### config.mk
export PLATFORM = sky130hd
export DESIGN_NAME = hazard_scoreboard
export DESIGN_NICKNAME = d
export VERILOG_FILES = /design/src/rtl/hazard_scoreboard.sv
export SDC_FILE = /design/constraint.sdc
export NUM_CORES = 1
export LEC_CHECK = 0
export ABC_AREA = 1
export ABC_CLOCK_PERIOD_IN_PS = 9210
export CAP_MARGIN = 10
export CORE_UTILIZATION = 58
export CTS_CLUSTER_SIZE = 24
export DETAILED_ROUTE_END_ITERATION = 12
export GPL_TIMING_DRIVEN = 0
export PLACE_DENSITY = 0.88
export SLEW_MARGIN = 15
export SYNTH_ARGS = -nofsm -noshare
export SYNTH_HDL_FRONTEND = slang
export SYNTH_SLANG_ARGS = --single-unit
### constraint.sdc
create_clock -name clock -period 9.21 [get_ports clock]
set_clock_uncertainty 0.05 [all_clocks]
set_input_delay 0.921 -clock clock [delete_from_list [all_inputs] [get_ports clock]]
set_output_delay 0.921 -clock clock [all_outputs]
set_load 0.005 [all_outputs]
### src/rtl/hazard_scoreboard.sv
// Decode-stage register scoreboard: RAW/WAW stall generation, pending-bit tracking and a stall watchdog.
// Optional macro SB_WB_BYPASS_EN: a same-cycle writeback masks the pending hit for that register.
module hazard_scoreboard #(
    parameter int NREG    = 32,
    parameter int AW      = 5,
    parameter int TIMEOUT = 64,
    parameter int TW      = 7
) (
    input  logic            clock,
    input  logic            reset,
    input  logic [AW-1:0]   id_hd_ass_addra,
    input  logic            id_hd_check_a,
    input  logic [AW-1:0]   id_hd_ass_addrb,
    input  logic            id_hd_check_b,
    input  logic [AW-1:0]   id_ass_waw_write_addr,
    input  logic            id_ass_waw_write_writereg,
    input  logic [AW-1:0]   id_iss_regdest,
    input  logic            id_iss_writereg,
    input  logic            iss_sb_dispatch,
    input  logic [AW-1:0]   iss_sb_addr,
    input  logic            iss_sb_writereg,
    input  logic            wb_sb_valid,
    input  logic [AW-1:0]   wb_sb_addr,
    output logic            id_stall,
    output logic [NREG-1:0] sb_pending,
    output logic [AW:0]     sb_outstanding,
    output logic            sb_timeout
);

    logic [NREG-1:0] r_pending;
    logic [NREG-1:0] w_pendingNext;
    logic [AW:0]     r_outstanding;
    logic [AW:0]     w_countNext;
    logic [TW-1:0]   r_wdCount;
    logic            r_timeout;
    logic            w_set;
    logic            w_clr;
    logic            w_stallRaw;

    // The Decode/Issue latch is an in-flight producer that has not yet reached the pending vector.
    function automatic logic hit(input logic [AW-1:0] x);
        logic w_pend;
        w_pend = r_pending[x];
`ifdef SB_WB_BYPASS_EN
        if (wb_sb_valid && (wb_sb_addr == x))
            w_pend = 1'b0;
`endif
        return (x != '0) && (w_pend || (id_iss_writereg && (id_iss_regdest == x)));
    endfunction

    assign w_set = iss_sb_dispatch && iss_sb_writereg && (iss_sb_addr != '0);
    assign w_clr = wb_sb_valid && (wb_sb_addr != '0);

    always_comb begin
        w_stallRaw = (id_hd_check_a && hit(id_hd_ass_addra))
                  || (id_hd_check_b && hit(id_hd_ass_addrb))
                  || (id_ass_waw_write_writereg && hit(id_ass_waw_write_addr));
    end

    assign id_stall = reset && w_stallRaw;

    // Clear is applied before set so a same-address collision leaves the bit set.
    always_comb begin
        w_pendingNext = r_pending;
        if (w_clr)
            w_pendingNext[wb_sb_addr] = 1'b0;
        if (w_set)
            w_pendingNext[iss_sb_addr] = 1'b1;
        w_pendingNext[0] = 1'b0;
    end

    always_comb begin
        w_countNext = '0;
        for (int i = 0; i < NREG; i++)
            w_countNext = w_countNext + {{AW{1'b0}}, w_pendingNext[i]};
    end

    always_ff @(posedge clock or negedge reset) begin
        if (!reset) begin
            r_pending     <= '0;
            r_outstanding <= '0;
        end else begin
            r_pending     <= w_pendingNext;
            r_outstanding <= w_countNext;
        end
    end

    always_ff @(posedge clock or negedge reset) begin
        if (!reset) begin
            r_wdCount <= '0;
            r_timeout <= 1'b0;
        end else begin
            if (!id_stall)
                r_wdCount <= '0;
            else if (r_wdCount != '1)
                r_wdCount <= r_wdCount + 1'b1;
            if (id_stall && (r_wdCount == TW'(TIMEOUT - 1)))
                r_timeout <= 1'b1;
        end
    end

    assign sb_pending     = r_pending;
    assign sb_outstanding = r_outstanding;
    assign sb_timeout     = r_timeout;

endmodule
==> out/qor.txt <==
status = completed
Worst Min Path Start = sb_timeout
Hold Buf Count CTS = 0
fin crit share = 74.2%
area leader, netlist = dfrtp_1
Post-CTS Resized = 0
Synth Net Count = 666
count leader, synth = nand2_1
number of clock sinks = 45
worst hold stages = 2
Rel. slew slack = 62.3%
H-tree depth = 2
FP Rows = 30
peak supply drop = 1.64 mV
fraction of layout instances using a drive strength above 1 = 7.39%
clock slew at reported path FFs = 90 ps
Synth top cells by count = nand2_1 (129), inv_1 (125), nand3_1 (74), dfrtp_1 (45), nor2_1 (34)
final setup TNS = 0 ps
CP Data Arrival Time = 6980 ps
num ports = 79
layout net count = 746
R2R setup slack = 3750 ps
Hold Path End = sb_timeout
top post-synthesis cells by area = dfrtp_1 (27%), nand2_1 (12%), inv_1 (11%)
# Max-Cap Violations = 0
max-slew violations = 0
vias in the first global route = 4454
DRT Wirelength = 13900 um
Critical Path Fanout Max = 5
1st-iter DRT viols = 495
CTS root buf = clkbuf_8
Vias = 4507
diodes inserted = 0
sequential area share after synthesis = 27.3%
Pleak = 0.00256 uW
Async S/R FF share, synth = 100%
Post-DRT Antenna Nets = 0
CP Cell Sequence = clkdlybuf4s50_1 > inv_1 > nor2_1 > inv_1 > nor2_1 > inv_1 > o21ai_0 > inv_1 > fa_1 > inv_1 > fa_1 > inv_1 > fa_1 > fa_1 > fa_1 > fa_1 > fa_1 > inv_1 > fa_1 > nand3_1 > nand3_1 > xor2_1
Clock Path Buffers = 2
fill count = 566
Syn Area/Cell = 6.91 um2
fmax = 146 MHz
Hold WC Path Type = reg -> reg
Post-synth EDFFs = 0
largest net degree at the start of global routing = 29
Die Ht = 86.3 um
Post-Synthesis Cells = 596
initial antenna violation count = 0
crit end category = register
Area growth, synth to finish = 23.1%
initial core utilization = 60.3%
DP HPWL = 11200 um
Seq cells post-synth = 45
die area = 0.00744 mm2
Req. time, crit path = 9350 ps
CTS tree = done
Final GP Congestion = 0.980
port bufs = 72
latest clock arrival within the worst-skew pair = 300 ps
Worst Tran Pin Value = 561 ps
Primary FF master, synth = dfrtp_1
Reg2Reg Depth = 17
drc violations = 0
Pwr Total = 2050 uW
CTS buffer count = 5
fin util = 74.2%
Crit path top cell by count = fa_1
Total GRT Usage = 39.4%
Setup-failing EPs final = 0
setup bufs post-CTS = 0
CORE AREA = 0.00683 mm2
reg-to-reg startpoint = sb_pending[1]
Cell variety after synth = 34
warnings from Yosys = 0
First-pass DRT Iterations = 5
Synth top area share = 27.3%
first-pass GRT wire length = 22100 um
total grt overflow = 0
synthesized area = 0.00412 mm2
cell area power density = 405 mW/mm2
WL/cell = 18.0 um
die width = 86.3 um
slowest CP cell = fa_1
nature of the critical path startpoint = input port
min cycle time layout = 6840 ps
crit-path max cell delay = 580 ps
crit path kind = in -> reg
Critical R2R Capture = sb_outstanding[4]
hold violation count in the final report = 0
via-per-instance ratio = 5.83
RSZ-0062 raised after global routing = no
==> state kept, by name, indices dropped and copies added (netlist names) <==
name            cells
r_wdCount           7
sb_outstanding      6
sb_pending         31
sb_timeout          1
==> power by group <==
| group | leakage [uW] | switching (uW) | internal, uW |
|---|---|---|---|
| registers | 0.000554 | 31.1 | 273 |
| logic | 0.00196 | 950 | 667 |
| clock network | 0.0000512 | 70.1 | 60.9 |
| total | 0.00256 | 1050 | 1000 |
==> logic make-up after synthesis <==
| family | count (synthesis) | share of synthesized area (%) |
|---|---|---|
| AND/OR/NAND/NOR | 275 | 29.4 |
| buffers and inverters | 147 | 15.5 |
| AO/OA/AOI/OAI | 87 | 11.9 |
| flip-flops | 45 | 27.3 |
| adder cells (fa/ha/maj) | 31 | 13.6 |
| XOR/XNOR | 9 | 1.91 |
| other | 1 | 0.0910 |
| multiplexers | 1 | 0.243 |
==> per-layer routing <==
layer	track usage (%)	part of all wire, %	vias to the layer above
met5	0	0	-
met4	22.0	5.5	0
met3	6.86	11	76
met2	66.8	48	323
met1	47.8	35	2066
li1	-	-	2042
==> worst max-delay path, delay by kind of cell <==
kind / cells / cell delay [ps]
buffers and inverters: 8 / 1130
adder cells (fa/ha/maj): 8 / 3790
AO/OA/AOI/OAI: 1 / 290
XOR/XNOR: 1 / 160
AND/OR/NAND/NOR: 4 / 670
==> through the flow <==
stage          instances  hold slack, ps  setup slack, ps  area [um2]
6_report             773             421             2370        5070
5_1_grt              773             440             2080        5070
4_1_cts              773             424             2460        5070
3_5_place_dp         765             402             2160        4970
3_3_place_gp         764             397             2320        4960
2_1_floorplan        596             407             3330        4120
==> cells in the final DEF (no fill, tap or decap), drive strengths merged <==
cell type	synthesis	final
nand2	136	136
inv	132	132
nand3	76	76
clkdlybuf4s50	0	71
dfrtp	45	45
nor2	42	42
o21ai	31	31
a21oi	30	30
fa	23	23
buf	15	17
nor3	16	16
o22ai	10	10
ha	8	8
xor2	6	6
clkbuf	0	6
nand4	5	5
o211ai	5	5
o31ai	4	4
a31oi	3	3
xnor2	3	3
a21boi	2	2
clkinv	0	2
a21o	1	1
o41ai	1	1
mux2i	1	1
conb	1	1
==> cell type report <==
type,count,area (um2),share of cell area (%)
clock inverters,2,13.8,0.271
well taps,96,120,2.37
flip-flops and latches,45,1130,22.2
inverters,132,500,9.87
repair buffers,73,736,14.5
plain buffers,15,136,2.69
multi-input cells,404,2360,46.5
clock buffers,6,82.6,1.63
==> worst max path at each step <==
stage / start / end / slack (ps) / cells after the start
after floorplan: iss_sb_addr[0] / sb_outstanding[4] / 3330 / 21
after global placement: iss_sb_addr[0] / sb_outstanding[4] / 2320 / 22
after detailed placement: iss_sb_addr[0] / sb_outstanding[4] / 2160 / 22
after CTS: iss_sb_addr[0] / sb_outstanding[4] / 2460 / 22
after global routing: iss_sb_addr[0] / sb_outstanding[4] / 2080 / 22
final: iss_sb_addr[0] / sb_outstanding[4] / 2370 / 22
No activity file was read; power rests on OpenSTA's default activity.
